`config.mk`:
```
export PLATFORM = sky130hd
export DESIGN_NAME = snes_pad_responder
export DESIGN_NICKNAME = d
export VERILOG_FILES = /design/src/rtl/snes_pad_responder.sv
export SDC_FILE = /design/constraint.sdc
export NUM_CORES = 1
export LEC_CHECK = 0
export BUFFER_PORTS_ARGS = -buffer_cell sky130_fd_sc_hd__buf_2
export CORE_UTILIZATION = 30
export CTS_BUF_LIST = sky130_fd_sc_hd__clkbuf_4 sky130_fd_sc_hd__clkbuf_8 sky130_fd_sc_hd__clkbuf_16
export DETAILED_ROUTE_END_ITERATION = 8
export SYNTH_ARGS = -nofsm -noshare
export SYNTH_HDL_FRONTEND = slang
export SYNTH_SLANG_ARGS = --single-unit
```
`constraint.sdc`:
```
create_clock -name clk -period 2.1 [get_ports clk]
set_input_delay 0 -clock clk [delete_from_list [all_inputs] [get_ports clk]]
set_output_delay 0 -clock clk [all_outputs]
set_load 0.05 [all_outputs]
```
`src/rtl/snes_pad_responder.sv`:
```
// Device-side SNES joypad responder. It answers a console's latch/clock pins with an active-low serial
// button stream, using synchronised and glitch-filtered pins and a timeout that drops a stalled frame.
module snes_pad_responder #(
    parameter int NBITS   = 16,
    parameter int FILT    = 3,
    parameter int TIMEOUT = 65535
) (
    input  logic        clk,
    input  logic        resetn,
    input  logic [11:0] buttons,
    input  logic        joy_strb,
    input  logic        joy_clk,
    output logic        joy_data,
    output logic        busy,
    output logic        frame_done
);

    localparam int CW = $clog2(NBITS + 1);
    localparam int FW = $clog2(FILT + 1);
    localparam int TW = $clog2(TIMEOUT + 1);
    localparam logic [CW-1:0] CNT_LAST  = CW'(NBITS - 1);
    localparam logic [FW-1:0] FILT_LAST = FW'(FILT - 1);
    localparam logic [TW-1:0] TMO_LAST  = TW'(TIMEOUT - 1);
    // Bit 1 is joy_clk, which idles high. Bit 0 is joy_strb, which idles low.
    localparam logic [1:0] PIN_IDLE = 2'b10;

    typedef enum logic [1:0] {IDLE, LATCH, SHIFT} state_e;

    logic [1:0]       sync1_q, sync2_q, filt_q;
    logic [FW-1:0]    fcnt_q [2];
    logic             clk_prev_q;
    state_e           state_q, state_d;
    logic [NBITS-1:0] sr_q, sr_d, load_val;
    logic [CW-1:0]    count_q, count_d;
    logic [TW-1:0]    tmo_q, tmo_d;
    logic             done_q, done_d;
    logic             strb_f, clk_rise;

    // A new pin level must persist for FILT consecutive synchronised samples before filt_q takes it.
    always_ff @(posedge clk or negedge resetn) begin
        if (!resetn) begin
            // NOTE: state registers use non-blocking assignments, so every flop samples pre-edge values.
            sync1_q    <= PIN_IDLE;
            sync2_q    <= PIN_IDLE;
            filt_q     <= PIN_IDLE;
            clk_prev_q <= 1'b1;
            for (int i = 0; i < 2; i++) fcnt_q[i] <= '0;
        end else begin
            sync1_q    <= {joy_clk, joy_strb};
            sync2_q    <= sync1_q;
            clk_prev_q <= filt_q[1];
            for (int i = 0; i < 2; i++) begin
                if (sync2_q[i] == filt_q[i]) begin
                    fcnt_q[i] <= '0;
                end else if (fcnt_q[i] == FILT_LAST) begin
                    filt_q[i] <= sync2_q[i];
                    fcnt_q[i] <= '0;
                end else begin
                    fcnt_q[i] <= fcnt_q[i] + FW'(1);
                end
            end
        end
    end

    assign strb_f   = filt_q[0];
    assign clk_rise = filt_q[1] & ~clk_prev_q;

    always_comb begin
        load_val       = '1;
        load_val[11:0] = ~buttons;
    end

    always_comb begin
        // NOTE: every output of this block gets a default first, so no path can infer a latch.
        state_d = state_q;
        sr_d    = sr_q;
        count_d = count_q;
        tmo_d   = '0;
        done_d  = 1'b0;
        unique case (state_q)
            IDLE: begin
                if (strb_f) state_d = LATCH;
            end
            LATCH: begin
                sr_d    = load_val;
                count_d = '0;
                if (!strb_f) state_d = SHIFT;
            end
            SHIFT: begin
                if (strb_f) begin
                    state_d = LATCH;
                    sr_d    = load_val;
                    count_d = '0;
                end else if (clk_rise) begin
                    sr_d    = {1'b1, sr_q[NBITS-1:1]};
                    count_d = count_q + CW'(1);
                    if (count_q == CNT_LAST) begin
                        done_d  = 1'b1;
                        state_d = IDLE;
                    end
                end else if (tmo_q == TMO_LAST) begin
                    // A stalled console leaves the line released rather than holding a stale bit.
                    state_d = IDLE;
                    sr_d    = '1;
                end else begin
                    tmo_d = tmo_q + TW'(1);
                end
            end
            default: state_d = IDLE;
        endcase
    end

    always_ff @(posedge clk or negedge resetn) begin
        if (!resetn) begin
            state_q <= IDLE;
            sr_q    <= '1;
            count_q <= '0;
            tmo_q   <= '0;
            done_q  <= 1'b0;
        end else begin
            state_q <= state_d;
            sr_q    <= sr_d;
            count_q <= count_d;
            tmo_q   <= tmo_d;
            done_q  <= done_d;
        end
    end

    assign joy_data   = sr_q[0];
    assign busy       = (state_q != IDLE);
    assign frame_done = done_q;

endmodule
```
## Yosys cells after proc, flatten, opt, wreduce, memory -nomap -nowiden

Cells that the tools add are included.

- $add $sub $neg: 4
- Multipliers: 0
- Div/mod/pow operators: 0
- Order comparisons: 0
- Eq/ne operators: 13
- Shift-type cells: 0
- Multiplexer cells: 26
- Bitwise gates (word level): 5
- Reductions and logical operators: 8

Operator list:

| kind | number |
|---|---|
| 2-to-1 mux 16 bit | 7 |
| one-hot mux 16 bit (2 select lines) | 1 |
| 2-to-1 mux 2 bit | 10 |
| adder 16 x 1 -> 16 bit (second input constant) | 1 |
| equality test 16 bit (second input constant) | 1 |
| NOT 12 bit | 1 |
| 2-to-1 mux 5 bit | 2 |
| one-hot mux 5 bit (2 select lines) | 1 |
| != test 4 bit (second input constant) | 2 |
| AND reduction 2 bit | 4 |
| equality test 2 bit (second input constant) | 3 |
| one-hot mux 2 bit (3 select lines) | 1 |
| adder 5 x 1 -> 5 bit (second input constant) | 1 |
| equality test 5 x 4 -> 1 bit (second input constant) | 1 |
| adder 2 x 1 -> 2 bit (second input constant) | 2 |
| 2-to-1 mux 1 bit | 4 |
| != test 2 bit (second input constant) | 2 |
| AND reduction 4 bit | 1 |
| nonzero test 2 bit | 2 |
| != test 3 bit (second input constant) | 1 |
| NOT 1 bit | 3 |
| equality test 1 bit | 2 |
| equality test 2 x 1 -> 1 bit (second input constant) | 1 |
| zero test 2 bit | 1 |
| AND 1 bit | 1 |

- Bits in registers: 51
- Latch bits: 0
- Bits in writable memories: 0
- Memory bits (read-only): 0
- Input bits: 16
- Logic and storage cells: 68
- Memories kept: 0

## Longest topological paths before layout

- Depth after elaboration: 5
- Gate-level depth with buffers: 9

## Least setup slack after synthesis

OpenSTA, ideal clock, no wires.

- Kind: register to register
- From: reg state_q[0]
- To: reg sr_q[10]
- Setup time: 0.082 ns
- Arrival time: 1.835 ns
- Data required time: 2.018 ns
- Path slack: 0.182 ns
- Stages on the path, launching flop included: 10
- Buffers on the path: 2
- Clock period less this slack: 1.918 ns
- Cell sequence: dfrtp_1 inv_1 ha_1 nand2b_1 nand2b_4 a41o_1 buf_6 and2_4 buf_12 mux2_4

- Cells in the longest elaborated chain, start to end: 3
- Elaborated cells between the ends (all ways): 6

RTL lines:

| item | line | RTL |
|---|---|---|
| start: declaration | 32 | `state_e state_q, state_d;` |
| start signal: assignment | 121 | `state_q <= state_d;` |
| equality test 2 bit or equality test 2 x 1 -> 1 bit (tied branches) | 80 | `unique case (state_q)` |
| != test 4 bit (no line) or nonzero test 2 bit (tied branches) | -- |  |
| AND reduction 2 bit (no line) | -- |  |
| end signal: assignment | 122 | `sr_q <= sr_d;` |
| end: declaration | 33 | `logic [NBITS-1:0] sr_q, sr_d, load_val;` |

Parallel ways exist; a longest one is shown, timed or not.
A chain may end at the register's enable or synchronous reset.

## Worst setup path after layout

- From: reg tmo_q[6]
- To: reg sr_q[0]

- Cells in the longest elaborated chain, start to end: 3

RTL lines:

| item | line | RTL |
|---|---|---|
| start: declaration | 35 | `logic [TW-1:0] tmo_q, tmo_d;` |
| start signal: assignment | 124 | `tmo_q <= tmo_d;` |
| equality test 16 bit | 101 | `end else if (tmo_q == TMO_LAST) begin` |
| != test 4 bit (no line) | -- |  |
| AND reduction 2 bit (no line) | -- |  |

Every way passes these cells.

==> out/metrics.yaml <==
outcome: "finished, final reports clean"
row_count: 31
finalSetupViolCount: 0
grt_pass1_wl_um: 6610
via_count: 1423
period_share_pct: 89.7
fp.dieH_um: 88.3
postCtsResizedCells: 0
track_usage_pct: 11.1
die_w_um: 88.3
power_density_nw_per_um2: 1220
hold_path.class: "input pin to flop"
cts.sinks: 47
initial_core_util_pct: 31.0
dpl_cell_area_um2: 2450
cts-root-buf: "clkbuf_8"
synth_top_cells_by_area: "dfrtp_1 (35%), dfstp_2 (19%), mux2_4 (6.7%)"
path_clk_slew_ns: 0.08
cts_tree: "built"
cts_max_level: 2
routedWlPerCell_um: 11.7
syn-cell-area_um2: 2230
async_reset_ff_share_pct: 100
syn_nets: 219
critPathArrivalTime_ns: 2.11
ir_drop_mv: 0.862
max_slew_margin_pct: 45.0
synth_enable_flop_cells: 0
path_class: "flop to flop"
max_freq_mhz: 531
grt_max_degree: 39
core_um2: 7210
syn2layout_area_growth_pct: 16.0
gp_congestion: 0.746
port-buffer-count: 18
grt_overflow_total: 0
p_leak_nw: 1.15
first_pass_iters: 4
worstRegToRegCells: 5
endpoint_kind: "flop"
rsz0062_at_grt: "no"
cp-start-kind: "flop"
yosysSeqAreaShare_pct: 53.5
fillers: 735
vias_per_cell: 4.39
grt_pass1_vias: 1438
dieArea_um2: 7800
syn_avg_cell_area_um2: 11.5
max_slew.worst_pin.slew_ns: 0.825
clockBufferDepth: 2
antenna_found_initial: 0
min_path_cells: 3
ff_latch_area_um2: 1200
synth_top_area_cell: "dfrtp_1"
yosysTopAreaCellShare_pct: 34.7
timing_hold_violations_final: 0
ios: 19
antenna_cells: 0
ys_warn_count: 0
holdWs_ns: 0.0739
drc_errors: 0
setup-tns-final_ns: 0
synth-main-ff-cell: "dfrtp_1"
drv_cap: 0
slew_viol_final: 0
ys_ff_latch: 47
multi_input_area_um2: 963
dp_hpwl_um: 2650
syn_inst: 195
postLayoutCellArea_um2: 2590
worstPathRequired_ns: 2.33
drt-initial-drc-count: 41
skew_ns: 0.00484
finalCoreUtilization_pct: 35.9
postRouteAntennaNets: 0
fin_crit_ns: 1.88
drive_above_1_share_pct: 31.1
wl_um: 3790
clk_latency_ns: 0.30
ys_types: 37
cp_max_fo: 11
cts-buffers-inserted: 5
nNetsFinal: 248
## per-layer routing
| layer | GRT usage [%] | up-vias | wire, um |
|---|---|---|---|
| met4 | 5.28 | 0 | 63 |
| li1 | - | 723 | - |
| met3 | 2.80 | 5 | 85 |
| met2 | 16.5 | 12 | 1700 |
| met5 | 0 | - | 0 |
| met1 | 15.1 | 683 | 1940 |
## cells in the mapped netlist, types with 2 or more instances
library cell and count:
a21oi_1 16, and3_1 3, buf_2 2, clkbuf_1 3
dfrtp_1 31, dfstp_2 16, ha_1 8, inv_1 6
mux2_2 5, mux2_4 10, nand2_1 8, nand2b_1 2
nand3_1 6, nand4_1 3, nor2_1 28, nor2b_1 2
nor3_1 4, nor3b_1 2, o21ai_0 8, or3_1 3
xnor2_1 6, xor2_1 8
## power by group
group          internal [mW]  total [mW]  switching [mW]
Combinational          0.615        1.17           0.554
Sequential              1.24        1.39           0.154
Clock                  0.314       0.603           0.289
## layout make-up
class	count	share of cell area [%]
clock buffers	8	4.01
inverters	6	0.869
multi-input cells	135	37.2
flip-flops and latches	47	46.1
well taps	99	4.78
repair buffers	29	7.05
## layout by cell type (no fill, tap or decap), types with 8 or more instances in the layout
master / count
mux2_4: 10
o21ai_0: 8
ha_1: 8
nand2_1: 8
dfrtp_1: 31
a21oi_1: 16
dfstp_2: 16
nor2_1: 28
buf_2: 18
xor2_1: 8
## repair_timing
item,4_1_cts,5_1_grt
setup buffers,0,0
hold buffers,4,0
hold endpoints to repair,34,0
setup endpoints to repair,0,0
## per-stage QoR
step	cells	setup slack, ns	power (mW)
2_1_floorplan	195	0.182	2.41
6_report	324	0.216	3.16
5_1_grt	324	0.0395	3.38
4_1_cts	324	0.210	3.22
3_3_place_gp	312	0.262	2.57
3_5_place_dp	312	0.225	2.59
## worst max-delay path, cell delays in order (launching register included)
cell     delay [ns]
dfrtp_1        0.41
and4_4         0.26
nor4b_4        0.21
a41o_1         0.28
and2_4         0.30
mux2_2         0.36
## cells by family after synthesis
kind of cell	count (synthesis)	synth area share [%]
adders and majority gates	8	4.48
buffers and inverters	13	3.36
AOI/OAI and AO/OA	29	7.28
and+or+nand+nor	68	16.2
xor gates and xnor gates	14	5.49
muxes	16	9.69
DFF	47	53.5
## path summary, 6_finish.rpt
kind,startpoint,to,slack [ns]
min in group asynchronous,resetn,tmo_q[4],0.33
max in group asynchronous,resetn,sr_q[2],1.06
worst min register to register,sync1_q[0],sync2_q[0],0.36
worst max register to register,tmo_q[6],sr_q[0],0.22
worst max-delay path,tmo_q[6],sr_q[0],0.22
worst min-delay path,buttons[0],sr_q[0],0.07
## state kept, by name (all words and copies together) (netlist names)
| signal | cells |
|---|---|
| count_q | 5 |
| sync1_q | 2 |
| filt_q | 2 |
| frame_done | 1 |
| state_q | 2 |
| tmo_q | 16 |
| fcnt_q | 4 |
| clk_prev_q | 1 |
| sr_q | 12 |
| sync2_q | 2 |
Note: power is estimated with default switching activity, not from simulation.
